$ cat config.mk
export PLATFORM = sky130hd
export DESIGN_NAME = bcd_ascii_sequencer
export DESIGN_NICKNAME = d
export VERILOG_FILES = /design/src/rtl/bcd_ascii_sequencer.sv
export SDC_FILE = /design/constraint.sdc
export NUM_CORES = 1
export LEC_CHECK = 0
export CAP_MARGIN = 5
export CORE_MARGIN = 8
export CORE_UTILIZATION = 30
export CTS_BUF_LIST = sky130_fd_sc_hd__clkbuf_2 sky130_fd_sc_hd__clkbuf_4 sky130_fd_sc_hd__clkbuf_8
export DETAILED_ROUTE_END_ITERATION = 8
export PLACE_DENSITY = 0.52
export SYNTH_ARGS = -nofsm -noshare
export SYNTH_HDL_FRONTEND = slang
export SYNTH_HIERARCHICAL = 1
export SYNTH_SLANG_ARGS = --single-unit
$ cat constraint.sdc
create_clock -name clk -period 2 [get_ports clk]
set_clock_uncertainty 0.15 [all_clocks]
set_input_delay 0.3 -clock clk [delete_from_list [all_inputs] [get_ports clk]]
set_output_delay 0.3 -clock clk [all_outputs]
set_load 0.02 [all_outputs]
$ cat src/rtl/bcd_ascii_sequencer.sv
// Streams a packed BCD word out as ASCII characters, most-significant digit first.
// Optional leading-zero suppression is enabled by defining BCD_SEQ_LZS_EN.

module BCD4bit_ASCII8bit #(
    parameter int N = 4,
    parameter int M = 8
) (
    input  logic [N-1:0] A,
    output logic [M-1:0] B,
    output logic         C
);

    assign C = (A > N'(9));
    assign B = M'(8'h30) + M'(A);

endmodule

module bcd_ascii_sequencer #(
    parameter int N      = 4,
    parameter int M      = 8,
    parameter int DIGITS = 4
) (
    input  logic                  clk,
    input  logic                  rst,
    input  logic                  in_valid,
    output logic                  in_ready,
    input  logic [N*DIGITS-1:0]   in_bcd,
    output logic                  out_valid,
    input  logic                  out_ready,
    output logic [M-1:0]          out_char,
    output logic                  out_last,
    output logic                  out_err
);

    localparam int CW = (DIGITS > 1) ? $clog2(DIGITS) : 1;

    typedef enum logic [0:0] {
        IDLE = 1'b0,
        EMIT = 1'b1
    } state_t;

    state_t                 state_r;
    logic [CW-1:0]          cnt_r;
    logic [N*DIGITS-1:0]    shadow_r;
    logic                   out_valid_r;
    logic [M-1:0]           out_char_r;
    logic                   out_last_r;
    logic                   out_err_r;

    logic [CW-1:0]          start_s;
    logic [CW-1:0]          next_idx_s;
    logic [CW-1:0]          sel_idx_s;
    logic [N*DIGITS-1:0]    src_word_s;
    logic [N-1:0]           digit_s;
    logic [M-1:0]           conv_b_s;
    logic                   conv_c_s;
    logic [M-1:0]           char_s;

    // Index of the first digit to emit for the word presented on in_bcd.
    always_comb begin
        start_s = CW'(0);
`ifdef BCD_SEQ_LZS_EN
        // Ascending scan: the last non-zero hit is the most-significant one.
        for (int i = 0; i < DIGITS; i++) begin
            if (in_bcd[i*N +: N] != N'(0)) begin
                start_s = CW'(i);
            end else begin
                start_s = start_s;
            end
        end
`else
        start_s = CW'(DIGITS - 1);
`endif
    end

    // In IDLE the first character comes straight from in_bcd; afterwards from the shadow copy.
    always_comb begin
        next_idx_s = cnt_r - CW'(1);
        if (state_r == IDLE) begin
            sel_idx_s  = start_s;
            src_word_s = in_bcd;
        end else begin
            sel_idx_s  = next_idx_s;
            src_word_s = shadow_r;
        end
    end

    // Select the digit to translate.
    always_comb begin
        digit_s = N'(0);
        for (int i = 0; i < DIGITS; i++) begin
            if (CW'(i) == sel_idx_s) begin
                digit_s = src_word_s[i*N +: N];
            end else begin
                digit_s = digit_s;
            end
        end
    end

    BCD4bit_ASCII8bit #(
        .N (N),
        .M (M)
    ) u_conv (
        .A (digit_s),
        .B (conv_b_s),
        .C (conv_c_s)
    );

    // Invalid digits are replaced by '?' but still flow through the word.
    always_comb begin
        if (conv_c_s) begin
            char_s = M'(8'h3F);
        end else begin
            char_s = conv_b_s;
        end
    end

    assign in_ready  = (state_r == IDLE) && !rst;
    assign out_valid = out_valid_r;
    assign out_char  = out_char_r;
    assign out_last  = out_last_r;
    assign out_err   = out_err_r;

    // Sequencer FSM with registered character outputs.
    always_ff @(posedge clk) begin
        if (rst) begin
            state_r     <= IDLE;
            cnt_r       <= CW'(0);
            shadow_r    <= '0;
            out_valid_r <= 1'b0;
            out_char_r  <= M'(8'h00);
            out_last_r  <= 1'b0;
            out_err_r   <= 1'b0;
        end else begin
            case (state_r)
                IDLE: begin
                    if (in_valid) begin
                        shadow_r    <= in_bcd;
                        cnt_r       <= start_s;
                        out_valid_r <= 1'b1;
                        out_char_r  <= char_s;
                        out_last_r  <= (start_s == CW'(0));
                        out_err_r   <= conv_c_s;
                        state_r     <= EMIT;
                    end else begin
                        out_valid_r <= 1'b0;
                    end
                end
                EMIT: begin
                    if (out_ready) begin
                        if (out_last_r) begin
                            out_valid_r <= 1'b0;
                            out_last_r  <= 1'b0;
                            state_r     <= IDLE;
                        end else begin
                            cnt_r       <= next_idx_s;
                            out_char_r  <= char_s;
                            out_last_r  <= (next_idx_s == CW'(0));
                            out_err_r   <= conv_c_s;
                        end
                    end else begin
                        out_valid_r <= 1'b1;
                    end
                end
                default: begin
                    state_r     <= IDLE;
                    out_valid_r <= 1'b0;
                end
            endcase
        end
    end

endmodule

## After elaboration in Yosys (flattened, before gate mapping)

Cells that the tools add are included.

- Logic and storage cells: 55
- Output and inout bits: 12
- Bits of input ports: 20
- Flip-flop bits (word level): 30

- Reductions and logical operators: 7
- Order comparisons: 1
- Multiplexer cells: 30
- Eq/ne operators: 7
- Add/subtract/negate cells: 2
- Bitwise gates (word level): 1

Operators with widths:

| operator | number |
|---|---|
| two-way mux 8 bit | 4 |
| two-way mux 16 bit | 1 |
| two-way mux 4 bit | 4 |
| case mux 8 bit (2 select lines) | 1 |
| two-way mux 1 bit | 11 |
| two-way mux 2 bit | 4 |
| case mux 1 bit (2 select lines) | 4 |
| adder 6 x 4 -> 7 bit (first input constant) | 1 |
| != test 2 bit (second input constant) | 3 |
| == test 2 bit (first input constant) | 2 |
| > comparator 4 bit (second input constant) | 1 |
| logical NOT 2 bit | 2 |
| case mux 2 bit (2 select lines) | 1 |
| AND reduction 2 bit | 2 |
| != test 3 x 2 -> 1 bit (second input constant) | 1 |
| AND reduction 3 bit | 1 |
| == test 1 x 2 -> 1 bit (first input constant) | 1 |
| subtractor 2 x 1 -> 2 bit (second input constant) | 1 |
| logical AND 1 bit | 1 |
| logical NOT 1 bit | 1 |
| inverter 1 bit | 1 |

## Logic depth before layout (Yosys ltp)

Gate-level depths: netlist (run 1).

- Word-level depth: 12
- Depth in mapped cells: 9
- Mapped depth without buffers: 8

## Hierarchy

Netlist (run 1), hierarchy kept.

Modules (own cells, without submodules):

| module | instances | area each (µm²) | cells each | sequential area each (µm²) |
|---|---|---|---|---|
| bcd_ascii_sequencer | 1 | 1293.7 | 146 | 600.6 |
| BCD4bit_ASCII8bit | 1 | 75.1 | 11 | 0.0 |

## Least setup slack after synthesis (run 1)

Ideal clock, no wire load.

- Path kind: register to register
- Start point: register cnt_r[1]
- End point: register out_char_r[0], in the netlist out_char[0]
- Data required time: 1.716 ns
- Period minus slack after synthesis: 1.996 ns
- Data arrival time: 1.712 ns
- Path slack: 0.004 ns
- Library setup time: 0.134 ns
- Path buffers: 1
- Stages on the path, launching flop included: 9
- Path through: dfxtp_1 -> inv_1 -> ha_1 -> mux4_2 -> mux2_4 -> o21a_1 -> buf_2 -> nor2_1 -> a211oi_1

- Longest elaborated chain between the ends: 12
- Elaborated cells between the ends (all ways): 17
- Those cells by class: 2 x add/sub; 1 x order compare; 3 x eq/ne; 10 x mux; 1 x reduce/logical

RTL lines:

| item | RTL line | text |
|---|---|---|
| from (decl) | 43 | `logic [CW-1:0] cnt_r;` |
| from (signal assigned) | 139 | `cnt_r <= start_s;` |
| from (signal assigned) | 156 | `cnt_r <= next_idx_s;` |
| subtractor 2 x 1 -> 2 bit (*) | 78 | `next_idx_s = cnt_r - CW'(1);` |
| two-way mux 2 bit (*) | 79 | `if (state_r == IDLE) begin` |
| logical NOT 2 bit | 92 | `if (CW'(i) == sel_idx_s) begin` |
| two-way mux 4 bit (3 in series) | 92 |  |
| two-way mux 4 bit (*) | 92 |  |
| via digit_s[2] | 54 | `logic [N-1:0] digit_s;` |
| > comparator 4 bit (*) | 13 | `assign C = (A > N'(9));` |
| via conv_c_s | 56 | `logic conv_c_s;` |
| two-way mux 8 bit (*) | 111 | `if (conv_c_s) begin` |
| two-way mux 8 bit | 151 | `if (out_last_r) begin` |
| two-way mux 8 bit | 150 | `if (out_ready) begin` |
| case mux 8 bit (2 select lines) (*) | 135 | `case (state_r)` |
| to (signal assigned) | 131 | `out_char_r <= M'(8'h00);` |
| to (signal assigned) | 141 | `out_char_r <= char_s;` |
| to (signal assigned) | 157 | `out_char_r <= char_s;` |
| to (decl) | 46 | `logic [M-1:0] out_char_r;` |

Mark *: on every way through the listed nets, which the timed path passes. The rest lies on a longest branch. The select of a mux whose other input is x is not followed.
A chain may end at the register's enable or synchronous reset.

## Final worst setup path (run 1)

- Start point: register cnt_r[0]
- End point: register out_err_r, in the netlist out_err

- Longest elaborated chain between the ends: 11
- Elaborated cells between the ends (all ways): 15
- Those cells by class: 1 x add/sub; 1 x order compare; 3 x eq/ne; 9 x mux; 1 x reduce/logical

RTL lines:

| item | RTL line | text |
|---|---|---|
| subtractor 2 x 1 -> 2 bit (*) | 78 |  |
| two-way mux 2 bit (*) | 79 |  |
| logical NOT 2 bit | 92 |  |
| two-way mux 4 bit (3 in series) | 92 |  |
| two-way mux 4 bit (*) | 92 |  |
| via digit_s[1] | 54 |  |
| > comparator 4 bit (*) | 13 |  |
| via conv_c_s | 56 |  |
| two-way mux 1 bit | 151 |  |
| two-way mux 1 bit | 150 |  |
| case mux 1 bit (2 select lines) (*) | 135 |  |
| to (signal assigned) | 143 | `out_err_r <= conv_c_s;` |
| to (signal assigned) | 159 | `out_err_r <= conv_c_s;` |
| to (decl) | 48 | `logic out_err_r;` |

Marks and branches as above.

==> out/results.txt, run 1 <==
fin crit period: 1950 ps
cell area after synthesis: 1370 um^2
Synth warnings: 6
Gate Count Post-Synth: 157
max cap viols: 0
antenna violations before repair: 0
Root Driver: clkbuf_8
grt total ovfl: 0
largest net degree at the start of global routing: 30
sequential area share after synthesis: 0.439
DRC Markers: 0
first-pass GRT wire length: 5480 um
area occupied by multi-input gates: 689 um^2
CP Capture Type: flip-flop
clk sinks: 30
Worst-Skew Late Latency: 280 ps
router iterations before antenna repair: 4
count of pins over their slew limit: 0
CTS H-tree depth: 2
GR Util All Layers: 0.0947
maximum buffer depth of the clock tree: 2
ant diodes: 0
Via density: 4.76
register area: 606 um^2
Final Cycle Share: 0.975
final non-filler cell total: 240
area grow syn2layout: 35.9%
post-synthesis cell type count: 28
flops & latches, synth: 30
Post-DRT Antenna Nets: 0
final hold vios: 0
vias in the first global route: 1224
Initial DRC Count: 82
Worst EP arrival: 1960 ps
final-layout fill cell count: 439
peak supply drop: 383 uV
HPWL Detailed: 2360 um
power consumption: 1.48 mW
CTS tree: done
PD cells: 793 nW/um^2
synthesized area per cell: 8.72 um^2
CTS clk-pin slew, worst paths: 60 ps
status: completed
average wire per standard cell: 13.4 um
DR vias: 1143
setup_tns: 0 ps
Worst Hold Class: flip-flop to flip-flop
initial cell density of the core: 0.312
worst reg2reg startpoint: cnt_r[0]
routability cong.: 0.772
critical path launch point: cnt_r[0]
worst setup path class: flip-flop to flip-flop
die width: 83.5 um
die area: 6980 um^2
hold_sp: shadow_r[15]
Final #Nets: 209
row cnt: 24
layout cells sized above 1: 0.186
unrepaired setup endpoints after global routing: yes
Port Buffers: 31
Required @ worst endpoint: 2010 ps
WHS: 303 ps
Worst setup SP type: flip-flop
DP Cell Count: 231
Num CTS Buffers: 5
final setup fails: 0
DRT Wirelength: 3220 um
Fmax: 0.513 GHz
Core Region: 4380 um^2
fin util: 0.424
Die Ht: 83.5 um
I/O pins: 32
worst-path fanout max: 8
Lkg Pwr: 0.701 nW
power by group:
group / total, mW / internal [mW] / switching, mW
logic: 0.331 / 0.182 / 0.149
clock network: 0.474 / 0.266 / 0.208
registers: 0.671 / 0.642 / 0.0292
registers in the layout (all words and copies together) (netlist names):
signal and flops:
out_char 8, out_last 1, out_err 1, shadow_r 16, cnt_r 2, state_r 1
out_valid 1
critical path, cell delays in order (launching register included):
cell and delay, ps:
dfxtp_4 370, buf_6 110, mux4_2 480, mux2_4 280, o21a_4 260, o21ai_0 90
a21oi_1 80
timing repair:
item	4_1_cts	5_1_grt
resized for setup	5	10
setup endpoints to repair	6	5
hold buffers	0	0
pin swaps	0	6
setup buffers	0	2
area by class of cell:
class                           count  share of cell area
Timing Repair Buffer               42               0.222
Tap cell                           52              0.0350
Clock buffer                        7              0.0451
Inverter                            1             0.00202
Multi-Input combinational cell    108               0.371
Sequential cell                    30               0.325
Yosys cell counts (all sizes together):
| cell | count | area [um^2] |
|---|---|---|
| buf | 16 | 108 |
| ha | 1 | 12.5 |
| nand3 | 3 | 15.0 |
| o21bai | 1 | 7.51 |
| conb | 2 | 7.51 |
| nor2 | 9 | 33.8 |
| and3b | 1 | 8.76 |
| nand2 | 33 | 124 |
| dfxtp | 30 | 601 |
| mux4 | 4 | 90.1 |
| a21oi | 20 | 100 |
| nand3b | 1 | 7.51 |
| mux2i | 1 | 10.0 |
| a22oi | 1 | 7.51 |
| o21a | 2 | 15.0 |
| nor3 | 6 | 30.0 |
| mux2 | 4 | 60.1 |
| a31oi | 2 | 12.5 |
| a211oi | 6 | 45.0 |
| o21ai | 3 | 15.0 |
| nor2b | 3 | 18.8 |
| clkbuf | 4 | 15.0 |
| a311oi | 1 | 8.76 |
| nand2b | 2 | 12.5 |
| inv | 1 | 3.75 |
per-layer routing:
metal / track usage / wire length, um / vias up
met5: 0 / 0 / -
met4: 0.0518 / 46 / 0
met3: 0.0322 / 166 / 5
met2: 0.168 / 1580 / 29
met1: 0.0951 / 1420 / 521
li1: - / - / 588
stage by stage:
| step | cell area [um^2] | worst slack (ps) |
|---|---|---|
| after floorplan | 1380 | 4.08 |
| after global placement | 1710 | -0.903 |
| after detailed placement | 1710 | -45.6 |
| after CTS | 1810 | 8.39 |
| after global routing | 1860 | 0.523 |
| final | 1860 | 50.2 |
cell families after synthesis:
group / count (synthesis) / share of synthesized area
and+or+nand+nor: 58 / 0.183
buffers and inverters: 21 / 0.0923
AOI/OAI and AO/OA: 36 / 0.154
muxes: 9 / 0.117
other: 2 / 0.00549
DFF: 30 / 0.439
adders and majority gates: 1 / 0.00914
cells in the final DEF (no fill, tap or decap), types with 2 or more instances in the layout:
cell type        count
conb_1               4
nor2_1               5
nor2_4               2
a21oi_1             20
clkbuf_4             2
nor2b_1              3
nand2_1             33
buf_4                8
o21ai_0              3
mux2_4               4
nand3_1              3
mux4_2               4
buf_6                2
clkbuf_8             5
dfxtp_1             28
nor3_1               6
a211oi_1             6
a31oi_1              2
nor2_2               2
clkdlybuf4s50_1     31
nand2b_1             2
worst paths after layout:
path	to	cells past startpoint	slack, ps
worst min-delay path	shadow_r[15]	2	300
worst min register to register	shadow_r[15]	2	300
worst max-delay path	out_err	6	50
worst max register to register	out_err	6	50
(Power assumes the default switching activity.)
==> inputs of run 2 (changes only) <==
- ABC_AREA: default -> 1
- CAP_MARGIN: 5 -> 40
- PLACE_DENSITY: 0.52 -> 0.51
- SKIP_CTS_REPAIR_TIMING: default -> 1
==> out/results.txt, run 2 <==
Hold EP: out_valid (was shadow_r[15])
PD cells: 791 nW/um^2 (was 793 nW/um^2)
final-layout fill cell count: 553 (was 439)
unrepaired setup endpoints after global routing: yes (unchanged)
CP cell instances: inv_2 > ha_4 > buf_4 > nand2_1 > nand3_1 > nand3_1 > nand2_2 > nor2_4 > nor2_4 > or2_2 > a21oi_2 > nor2_1 (was buf_6 > mux4_2 > mux2_4 > o21a_4 > o21ai_0 > a21oi_1)
DRC Markers: 0 (unchanged)
Post-synth top cells: 53 x nor2_1, 39 x nand2_1, 30 x dfxtp_1, 24 x nand3_1 (was 33 x nand2_1, 30 x dfxtp_1, 20 x a21oi_1, 9 x buf_4, 9 x nor2_1)
Worst setup SP type: flip-flop (unchanged)
maximum buffer depth of the clock tree: 2 (unchanged)
Num CTS Buffers: 5 (unchanged)
Fmax: 0.518 GHz (was 0.513 GHz)
Post-DRT Antenna Nets: 0 (unchanged)
flops & latches, synth: 30 (unchanged)
CP Capture Type: flip-flop (unchanged)
initial cell density of the core: 0.303 (was 0.312)
synthesized area per cell: 6.71 um^2 (was 8.72 um^2)
Worst Hold Class: flip-flop to flip-flop (unchanged)
DRT Wirelength: 3510 um (was 3220 um)
most common cell in the netlist: nor2_1 (was nand2_1)
worst-path fanout max: 6 (was 8)
area grow syn2layout: 33.9% (was 35.9%)
I/O pins: 32 (unchanged)
first-pass GRT wire length: 6120 um (was 5480 um)
Port Buffers: 31 (unchanged)
Lkg Pwr: 0.866 nW (was 0.701 nW)
critical path's slowest cell: dfxtp_2 (was mux4_2)
HPWL Detailed: 2520 um (was 2360 um)
routability cong.: 0.840 (was 0.772)
hold_sp: out_valid (was shadow_r[15])
area leader, netlist: dfxtp_1 (unchanged)
worst r2r dst: out_char[1] (was out_err)
Buf/Inv on CP: 2 (was 1)
Reg with most FFs: shadow_r (unchanged)
Synth warnings: 6 (unchanged)
register area: 603 um^2 (was 606 um^2)
Post-synth EDFFs: 0 (unchanged)
Initial DRC Count: 67 (was 82)
post-synthesis cell type count: 17 (was 28)
share of the synthesized area in the top cell type: 0.398 (was 0.439)
commonest non-fill, non-tap cells in the layout: 51 x nor2_1, 37 x nand2_1, 31 x clkdlybuf4s50_1 (was 33 x nand2_1, 31 x clkdlybuf4s50_1, 28 x dfxtp_1)
Reg2Reg Depth: 12 (was 6)
Gate Count Post-Synth: 225 (was 157)
CP peak stage delay: 330 ps (was 480 ps)
vias in the first global route: 1296 (was 1224)
critical path launch point: cnt_r[1] (was cnt_r[0])
Worst-Skew Late Latency: 280 ps (about the same)
status: completed (unchanged)
flop-to-flop setup slack: 70 ps (was 50 ps)
final hold vios: 0 (unchanged)
setup_tns: 0 ps (unchanged)
most common cell after layout, fill and taps aside: nor2_1 (was nand2_1)
Root Driver: clkbuf_8 (unchanged)
Core Region: 4980 um^2 (was 4380 um^2)
sequential area share after synthesis: 0.398 (was 0.439)
Required @ worst endpoint: 2030 ps (was 2010 ps)
average wire per standard cell: 10.7 um (was 13.4 um)
Largest register FFs: 16 (unchanged)
clk sinks: 30 (unchanged)
WHS: 309 ps (was 303 ps)
Final Cycle Share: 0.966 (was 0.975)
final setup fails: 0 (unchanged)
Die Ht: 86.9 um (was 83.5 um)
CTS clk-pin slew, worst paths: 60 ps (about the same)
CTS H-tree depth: 2 (unchanged)
Worst EP arrival: 1960 ps (about the same)
max cap viols: 0 (unchanged)
Area after DPL: 1890 um^2 (was 1710 um^2)
die area: 7560 um^2 (was 6980 um^2)
grt total ovfl: 0 (unchanged)
antenna violations before repair: 0 (unchanged)
ant diodes: 0 (unchanged)
count of pins over their slew limit: 0 (unchanged)
Final #Nets: 280 (was 209)
fin crit period: 1930 ps (was 1950 ps)
Via density: 4.27 (was 4.76)
worst setup path class: flip-flop to flip-flop (unchanged)
layout cells sized above 1: 0.154 (was 0.186)
router iterations before antenna repair: 4 (unchanged)
area occupied by multi-input gates: 757 um^2 (was 689 um^2)
Async SR Flop Fraction: 0 (unchanged)
Final Cell Area: 2020 um^2 (was 1860 um^2)
row cnt: 26 (was 24)
most common flop cell mapped by yosys: dfxtp_1 (unchanged)
GR Util All Layers: 0.103 (was 0.0947)
dominant cells by area after synthesis: dfxtp_1 40%, nor2_1 13%, nand2_1 9.7% (was dfxtp_1 44%, nand2_1 9.0%, a21oi_1 7.3%)
worst hold stages: 2 (unchanged)
CTS tree: done (unchanged)
cell area after synthesis: 1510 um^2 (was 1370 um^2)
DR vias: 1404 (was 1143)
die width: 86.9 um (was 83.5 um)
worst reg2reg startpoint: cnt_r[1] (was cnt_r[0])
largest net degree at the start of global routing: 38 (was 30)
Top delay family on crit path: simple AND/OR/NAND/NOR gates (was multiplexers)
peak supply drop: 398 uV (was 383 uV)
run 2: layout make-up:
type	count	share of cell area
clock buffers	7	0.0415
multi-input cells	160	0.375
flip-flops and latches	30	0.298
inverters	19	0.0378
well taps	70	0.0433
repair buffers	43	0.204
run 2: logic make-up after synthesis:
kind of cell               synth area share
buffers and inverters                 0.136
other                               0.00498
adders and majority gates           0.00829
AOI/OAI and AO/OA                     0.106
DFF                                   0.398
and+or+nand+nor                       0.347
run 2: worst min-delay path: stages, from the launching register on:
cell and delay [ps]:
dfxtp_1 310, nand2_1 60, a21oi_1 50
run 2: through the flow:
| step | total power, mW | setup WS [ps] | util | cells |
|---|---|---|---|---|
| floorplan | 0.962 | 1.97 | - | 227 |
| global route | 1.71 | -9.26 | 0.406 | 329 |
| detailed placement | 1.11 | -75.9 | 0.379 | 322 |
| CTS | 1.59 | -92.6 | 0.396 | 329 |
| finish | 1.60 | 68.9 | 0.406 | 329 |
| global placement | 1.11 | -48.0 | 0.379 | 322 |
run 2: report_power, final:
group	total [mW]	internal (mW)	switching, mW
Sequential	0.685	0.653	0.0319
Clock	0.473	0.266	0.207
Combinational	0.440	0.214	0.227
run 2: per-layer routing:
| layer | wire, um | up-vias | GRT usage |
|---|---|---|---|
| li1 | - | 762 | - |
| met1 | 1650 | 611 | 0.119 |
| met2 | 1590 | 26 | 0.162 |
| met3 | 203 | 5 | 0.0425 |
| met4 | 61 | 0 | 0.0469 |
| met5 | 0 | - | 0 |
run 2: worst max-delay path by stage:
stage,endpoint,slack [ps],depth (start not counted)
after global routing,out_char[1],-9,12
final,out_char[1],70,12
after global placement,out_char[1],-50,12
after CTS,out_char[1],-90,12
after floorplan,out_char[2],2,12
after detailed placement,out_char[1],-80,12
